[src/rtl/menu_input_pkg.sv]
// Shared key codes and repeat-state encoding for the battle menu input path.
// The menu stage imports the same key codes so both ends agree on their meaning.
package menu_input_pkg;

    localparam logic [1:0] KEY_NONE  = 2'b00;
    localparam logic [1:0] KEY_RIGHT = 2'b01;
    localparam logic [1:0] KEY_LEFT  = 2'b10;

    typedef enum logic [1:0] {
        IDLE,
        HOLD_DELAY,
        GAP,
        HOLD_RATE
    } repeat_state_t;

    // A lone left or right press gives its code. Both held, or neither held,
    // gives no key, so the menu never sees the unused code 11.
    function automatic logic [1:0] encode_keys(input logic left, input logic right);
        logic [1:0] code;
        unique case ({left, right})
            2'b10:   code = KEY_LEFT;
            2'b01:   code = KEY_RIGHT;
            default: code = KEY_NONE;
        endcase
        return code;
    endfunction

endpackage

[src/rtl/button_debouncer.sv]
// One raw button: a two-flop synchroniser followed by a stability-count debouncer.
// A new level is accepted only after the synchronised input has disagreed with
// the accepted level for DEBOUNCE_CYCLES consecutive cycles.
module button_debouncer #(
    parameter int DEBOUNCE_CYCLES = 650000
) (
    input  logic clk,
    input  logic rst,
    input  logic raw,
    output logic level
);

    localparam int CW = (DEBOUNCE_CYCLES > 2) ? $clog2(DEBOUNCE_CYCLES) : 1;
    localparam logic [CW-1:0] LAST = CW'(DEBOUNCE_CYCLES - 1);

    logic          meta;
    logic          sync;
    logic          stable;
    logic [CW-1:0] count;

    // Bring the asynchronous pin into the clk domain.
    always_ff @(posedge clk or negedge rst) begin
        if (!rst) begin
            meta <= 1'b0;
            sync <= 1'b0;
        end else begin
            meta <= raw;
            sync <= meta;
        end
    end

    // Count consecutive disagreeing cycles; any agreement restarts the count.
    always_ff @(posedge clk or negedge rst) begin
        if (!rst) begin
            stable <= 1'b0;
            count  <= '0;
        end else if (sync == stable) begin
            count <= '0;
        end else if (count == LAST) begin
            stable <= sync;
            count  <= '0;
        end else begin
            count <= count + CW'(1);
        end
    end

    assign level = stable;

endmodule

[src/rtl/menu_input_conditioner.sv]
// Conditions the left, right and decide buttons for the battle menu.
// Left/right become a registered 2-bit key code; decide becomes a registered
// level plus a one-cycle press pulse.
// Optional feature: define KEY_REPEAT_EN to add hold-to-repeat on the key code.
// Each repeat is announced by a short forced 00 gap so that the menu's edge
// detector re-arms.
module menu_input_conditioner
    import menu_input_pkg::*;
#(
    parameter int DEBOUNCE_CYCLES     = 650000,
    parameter int REPEAT_DELAY_CYCLES = 32500000,
    parameter int REPEAT_RATE_CYCLES  = 9750000,
    parameter int REPEAT_GAP_CYCLES   = 2
) (
    input  logic       clk,
    input  logic       rst,
    input  logic       btn_left_in,
    input  logic       btn_right_in,
    input  logic       btn_decide_in,
    output logic [1:0] key_input_out,
    output logic       decide_out,
    output logic       decide_pulse_out
);

    if (DEBOUNCE_CYCLES < 2 || REPEAT_DELAY_CYCLES < 1 || REPEAT_GAP_CYCLES < 1 ||
        REPEAT_RATE_CYCLES <= REPEAT_GAP_CYCLES) begin : g_bad_params
        $error("menu_input_conditioner: illegal parameter combination");
    end

    logic       left_level;
    logic       right_level;
    logic       decide_level;
    logic [1:0] code;

    button_debouncer #(.DEBOUNCE_CYCLES(DEBOUNCE_CYCLES)) u_left (
        .clk   (clk),
        .rst   (rst),
        .raw   (btn_left_in),
        .level (left_level)
    );

    button_debouncer #(.DEBOUNCE_CYCLES(DEBOUNCE_CYCLES)) u_right (
        .clk   (clk),
        .rst   (rst),
        .raw   (btn_right_in),
        .level (right_level)
    );

    button_debouncer #(.DEBOUNCE_CYCLES(DEBOUNCE_CYCLES)) u_decide (
        .clk   (clk),
        .rst   (rst),
        .raw   (btn_decide_in),
        .level (decide_level)
    );

    assign code = encode_keys(left_level, right_level);

    // Register the decide level; the pulse fires when the level is about to rise.
    always_ff @(posedge clk or negedge rst) begin
        if (!rst) begin
            decide_out       <= 1'b0;
            decide_pulse_out <= 1'b0;
        end else begin
            decide_pulse_out <= decide_level & ~decide_out;
            decide_out       <= decide_level;
        end
    end

`ifdef KEY_REPEAT_EN

    localparam int LONGEST = (REPEAT_DELAY_CYCLES > REPEAT_RATE_CYCLES) ?
                             REPEAT_DELAY_CYCLES : REPEAT_RATE_CYCLES;
    localparam int RW = (LONGEST > 2) ? $clog2(LONGEST) : 1;
    localparam logic [RW-1:0] DELAY_LAST = RW'(REPEAT_DELAY_CYCLES - 1);
    localparam logic [RW-1:0] RATE_LAST  = RW'(REPEAT_RATE_CYCLES - 1);
    localparam logic [RW-1:0] GAP_LAST   = RW'(REPEAT_GAP_CYCLES - 1);

    repeat_state_t state, state_next;
    logic [RW-1:0] count, count_next;
    logic [1:0]    held, held_next;
    logic [1:0]    key, key_next;

    // Repeat FSM registers; key is the registered key output itself.
    always_ff @(posedge clk or negedge rst) begin
        if (!rst) begin
            state <= IDLE;
            count <= '0;
            held  <= KEY_NONE;
            key   <= KEY_NONE;
        end else begin
            state <= state_next;
            count <= count_next;
            held  <= held_next;
            key   <= key_next;
        end
    end

    // The counter restarts on entering HOLD_DELAY or GAP and keeps running through
    // the gap, so the repeat period counts from the start of one gap to the next.
    always_comb begin
        state_next = state;
        count_next = count;
        held_next  = held;
        key_next   = key;
        if (code == KEY_NONE) begin
            state_next = IDLE;
            count_next = '0;
            held_next  = KEY_NONE;
            key_next   = KEY_NONE;
        end else if (state == IDLE || code != held) begin
            state_next = HOLD_DELAY;
            count_next = '0;
            held_next  = code;
            key_next   = code;
        end else begin
            unique case (state)
                HOLD_DELAY: begin
                    if (count == DELAY_LAST) begin
                        state_next = GAP;
                        count_next = '0;
                        key_next   = KEY_NONE;
                    end else begin
                        count_next = count + RW'(1);
                        key_next   = held;
                    end
                end
                GAP: begin
                    count_next = count + RW'(1);
                    if (count == GAP_LAST) begin
                        state_next = HOLD_RATE;
                        key_next   = held;
                    end else begin
                        key_next = KEY_NONE;
                    end
                end
                HOLD_RATE: begin
                    if (count == RATE_LAST) begin
                        state_next = GAP;
                        count_next = '0;
                        key_next   = KEY_NONE;
                    end else begin
                        count_next = count + RW'(1);
                        key_next   = held;
                    end
                end
                default: begin
                    state_next = IDLE;
                    count_next = '0;
                    held_next  = KEY_NONE;
                    key_next   = KEY_NONE;
                end
            endcase
        end
    end

    assign key_input_out = key;

`else

    logic [1:0] key;

    // Without repeat the key output is simply the registered code.
    always_ff @(posedge clk or negedge rst) begin
        if (!rst) begin
            key <= KEY_NONE;
        end else begin
            key <= code;
        end
    end

    assign key_input_out = key;

`endif

endmodule

[config.mk]
export PLATFORM = sky130hd
export DESIGN_NAME = menu_input_conditioner
export DESIGN_NICKNAME = d
export VERILOG_FILES = /design/src/rtl/menu_input_pkg.sv /design/src/rtl/button_debouncer.sv /design/src/rtl/menu_input_conditioner.sv
export SDC_FILE = /design/constraint.sdc
export NUM_CORES = 1
export LEC_CHECK = 0
export CAP_MARGIN = 20
export CORE_MARGIN = 3
export CORE_UTILIZATION = 55
export CTS_CLUSTER_SIZE = 8
export DETAILED_ROUTE_END_ITERATION = 7
export DONT_BUFFER_PORTS = 1
export HOLD_SLACK_MARGIN = 0.02
export PLACE_DENSITY_LB_ADDON = 0.15
export SYNTH_ARGS = -nofsm -noshare
export SYNTH_HDL_FRONTEND = slang
export SYNTH_SLANG_ARGS = --single-unit
[constraint.sdc]
create_clock -name clk -period 2.15 [get_ports clk]
set_clock_uncertainty 0.15 [all_clocks]
set_input_delay 0.43 -clock clk [delete_from_list [all_inputs] [get_ports clk]]
set_output_delay 0.43 -clock clk [all_outputs]
set_load 0.05 [all_outputs]
==> results.rst <==
.. list-table::
   :header-rows: 1

   * - Metric
     - Value
   * - Run status
     - finished, violations left
   * - Violations in the final reports
     - hold timing
   * - CP Data Arrival Time
     - 2.07 ns
   * - Seq/Total Area, Yosys
     - 0.5282
   * - Hold Violations, Final
     - 73
   * - Achievable Freq
     - 497.6 MHz
   * - Mean instance size in the synthesized netlist
     - 10.17 sq um
   * - Slowest library cell on the worst path
     - sky130_fd_sc_hd__or4b_1
   * - Post-Syn Area
     - 3458 sq um
   * - First DRT Iteration DRCs
     - 106
   * - Standard-cell row count
     - 28
   * - Length of the first detailed-routing pass in iterations
     - 4
   * - Clock transition time at the flip-flop clock pins of the worst setup and hold paths
     - 0.08 ns
   * - Proportion of total power due to net switching
     - 0.2026
   * - Max-slew violation count
     - 0
   * - Clock buffer depth
     - 2
   * - Power spent charging and discharging nets
     - 0.0005568 W
   * - Area growth from synthesis to final layout
     - 13.35%
   * - H-Tree Depth
     - 3
   * - Grt total ovfl
     - 0
   * - Number of synthesis warnings
     - 0
   * - Maxcap violations
     - 0
   * - Die Outline Area
     - 7275 sq um
   * - Number of flops mapped to enable cells by yosys
     - 0
   * - Commonest non-fill, non-tap cells in the layout
     - sky130_fd_sc_hd__dfrtp_1 (73), sky130_fd_sc_hd__nor2_1 (61), sky130_fd_sc_hd__xnor2_1 (37)
   * - DIE HEIGHT
     - 85.30 um
   * - WS Path Type
     - reg -> reg
   * - Max IR drop VDD
     - 0.0004131 V
   * - Post-layout minimum cycle time
     - 2.010 ns
   * - Worst-case setup slack after placement
     - 0.1898 ns
   * - Worst-margin pin slew
     - 0.4913 ns
   * - Setup ws final
     - 0.1405 ns
   * - Fraction of synthesis flops using an asynchronous set or reset pin
     - 1.000
   * - Final wirelength
     - 6.278 mm
   * - Initial core utilization
     - 0.5773
   * - Number of primary I/O pins
     - 9
   * - # placed instances
     - 420
   * - Number of vias after detailed routing
     - 2443
   * - Worst-path maximum fanout
     - 16
   * - Horizontal die dimension
     - 85.30 um
   * - Worst hold slack
     - -0.3688 ns
   * - IO Port Bufs
     - 0
   * - Wire length of the first global-routing pass
     - 11.21 mm
   * - CTS sink count
     - 73
   * - Routed wire length per instance
     - 14.30 um
   * - Clock Tree Root
     - sky130_fd_sc_hd__clkbuf_8
   * - Overall routing resource usage
     - 0.1930
   * - Number of antenna violations at the first check in global routing
     - 0
   * - Leakage power
     - 1.575 nW
   * - Buffers inserted during post-CTS setup optimization
     - 0
   * - Cell Count, Final, Fillers Out
     - 439
   * - Final clock period utilization by the worst path
     - 0.9347
   * - Residual DRC count
     - 0
   * - Core Region
     - 5991 sq um
   * - Fraction of layout instances using a drive strength above 1
     - 0.1236
   * - Worst Setup End Kind
     - flip-flop
   * - Half-perimeter wire length of the detailed placement result
     - 4.251 mm
   * - CTS Hold Bufs
     - 3
   * - Count of final setup violators
     - 0
   * - Antenna diode count
     - 0
   * - #FFs+latches synth
     - 73
   * - Number of global-route vias before repair
     - 2575
   * - Netlist cell types
     - 40
   * - Core Util, Final
     - 0.6543
   * - Kind of cell adding the most delay to the critical path
     - simple AND/OR/NAND/NOR gates
   * - Summed negative setup slack over all endpoints
     - 0 ns
   * - Commonest non-fill, non-tap cell in the layout
     - sky130_fd_sc_hd__dfrtp_1
   * - Remaining max-slew budget at the tightest pin
     - 0.6727
   * - Routed Antenna Nets
     - 0
   * - Via density per instance
     - 5.565
   * - Part of the power in combinational logic
     - 0.023
   * - Type of element launching the critical path
     - flip-flop
   * - Delay contributed by the slowest stage of the critical path
     - 0.52 ns
   * - RePlAce Congestion
     - 0.8180
   * - Gates resized, CTS repair
     - 0
   * - Unrepaired setup endpoints after global routing
     - no
   * - Clock network fraction of total power
     - 0.465
   * - Post-Syn Nets
     - 348
   * - Min-Delay Path Class
     - in -> async
   * - Data required time of the critical path
     - 2.21 ns
   * - Pin count of the biggest net entering global routing
     - 74
   * - Clock latency of the later-clocked register in the worst-skew pair
     - 0.33 ns
   * - Number of nets in the layout
     - 367
   * - Number of buffers inserted during clock tree synthesis
     - 9
   * - Fraction of power consumed by sequential logic
     - 0.513
   * - Cell breakdown of the critical path
     - or4b_1 > nor4_1 > a21o_1 > buf_12 > a21oi_1
   * - Main synth FF type
     - sky130_fd_sc_hd__dfrtp_1
   * - Power density cells
     - 700.9 nW/um^2
   * - Mapped Cells
     - 340
   * - Buf+Inv Stages, Crit Path
     - 1
   * - CTS tree
     - built
   * - Pint
     - 0.002191 W
==> power groups by stage <==
| stage | clock network [W] | registers, W | logic [W] |
|---|---|---|---|
| 2_1_floorplan | 0 | 0.00143 | 0.0000417 |
| 3_3_place_gp | 0 | 0.00143 | 0.0000585 |
| 3_5_place_dp | 0 | 0.00144 | 0.0000592 |
| 4_1_cts | 0.00131 | 0.00141 | 0.0000636 |
| 5_1_grt | 0.00137 | 0.00141 | 0.0000727 |
| 6_report | 0.00128 | 0.00141 | 0.0000627 |
==> layer usage <==
| layer | vias up | track usage | part of all wire |
|---|---|---|---|
| li1 | 1222 | - | - |
| met5 | - | 0 | 0 |
| met1 | 1173 | 0.2525 | 0.48 |
| met4 | 0 | 0.1007 | 0.023 |
| met3 | 14 | 0.03398 | 0.030 |
| met2 | 34 | 0.3072 | 0.47 |
==> state kept, by name, summed over array words and instances (netlist names) <==
register and cells:
u_decide.count 20, u_left.count 20, u_right.count 20, key_input_out 2, decide_out 1, decide_pulse_out 1
u_decide.level 1, u_decide.meta 1, u_decide.sync 1, u_left.level 1, u_left.meta 1, u_left.sync 1
u_right.level 1, u_right.meta 1, u_right.sync 1
==> final cells by class <==
cell class / instances / area, sq um
Clock buffer: 9 / 123.9
Multi-Input combinational cell: 244 / 1540
Tap cell: 75 / 93.84
Timing Repair Buffer: 18 / 167.7
Fill cell: 459 / 2071
Clock inverter: 7 / 118.9
Sequential cell: 73 / 1827
Inverter: 13 / 48.80
==> logic make-up after synthesis <==
| group | Yosys count | synth area share |
|---|---|---|
| AOI/OAI and AO/OA | 24 | 0.04269 |
| xor gates and xnor gates | 46 | 0.1165 |
| adders and majority gates | 3 | 0.01085 |
| buffers and inverters | 23 | 0.02858 |
| DFF | 73 | 0.5282 |
| muxes | 4 | 0.01266 |
| and+or+nand+nor | 167 | 0.2605 |
==> cells in the mapped netlist, types with 2 or more instances <==
library cell / count / area, sq um
sky130_fd_sc_hd__nand3_2: 2 / 20.02
sky130_fd_sc_hd__nand4_1: 13 / 81.33
sky130_fd_sc_hd__nor4_1: 16 / 100.1
sky130_fd_sc_hd__nand2_1: 13 / 48.80
sky130_fd_sc_hd__inv_1: 13 / 48.80
sky130_fd_sc_hd__xnor2_1: 37 / 324.1
sky130_fd_sc_hd__nor2b_1: 3 / 18.77
sky130_fd_sc_hd__or4_1: 4 / 30.03
sky130_fd_sc_hd__nor2_1: 61 / 229.0
sky130_fd_sc_hd__nor3_1: 10 / 50.05
sky130_fd_sc_hd__buf_2: 3 / 15.01
sky130_fd_sc_hd__or3_1: 9 / 56.30
sky130_fd_sc_hd__nand3_1: 18 / 90.09
sky130_fd_sc_hd__dfrtp_1: 73 / 1827
sky130_fd_sc_hd__or4_4: 2 / 22.52
sky130_fd_sc_hd__or4b_1: 2 / 20.02
sky130_fd_sc_hd__and3_1: 3 / 18.77
sky130_fd_sc_hd__ha_1: 3 / 37.54
sky130_fd_sc_hd__clkbuf_1: 4 / 15.01
sky130_fd_sc_hd__and4_1: 3 / 26.28
sky130_fd_sc_hd__buf_4: 2 / 15.01
sky130_fd_sc_hd__mux2_2: 3 / 33.78
sky130_fd_sc_hd__o31ai_1: 4 / 30.03
sky130_fd_sc_hd__o41ai_1: 2 / 17.52
sky130_fd_sc_hd__a21oi_1: 10 / 50.05
sky130_fd_sc_hd__o21ai_0: 5 / 25.02
sky130_fd_sc_hd__xor2_1: 9 / 78.83
==> per-stage QoR <==
stage	instance area [sq um]	power, W
6_report	3920	0.002748
5_1_grt	3920	0.002850
4_1_cts	3920	0.002784
3_5_place_dp	3647	0.001494
3_3_place_gp	3647	0.001493
2_1_floorplan	3458	0.001474
==> path summary, 6_finish.rpt <==
path	startpoint	slack [ns]	depth (start not counted)	to
setup / recovery	u_left.count[6]	0.14	5	u_left.count[19]
hold / removal	rst	-0.37	0	key_input_out[0]
setup reg to reg	u_left.count[6]	0.14	5	u_left.count[19]
hold reg to reg	u_decide.meta	0.21	0	u_decide.sync
max in group asynchronous	rst	2.08	0	u_decide.count[12]
min in group clk	u_decide.meta	0.21	0	u_decide.sync
==> worst reg2reg max path, delay by kind of cell (launching register included) <==
kind                   cells  cell delay (ns)
AOI/OAI and AO/OA          2             0.33
buffers and inverters      1             0.17
DFF                        1             0.41
and+or+nand+nor            2             0.83
Power figures use the tool's default switching activity.
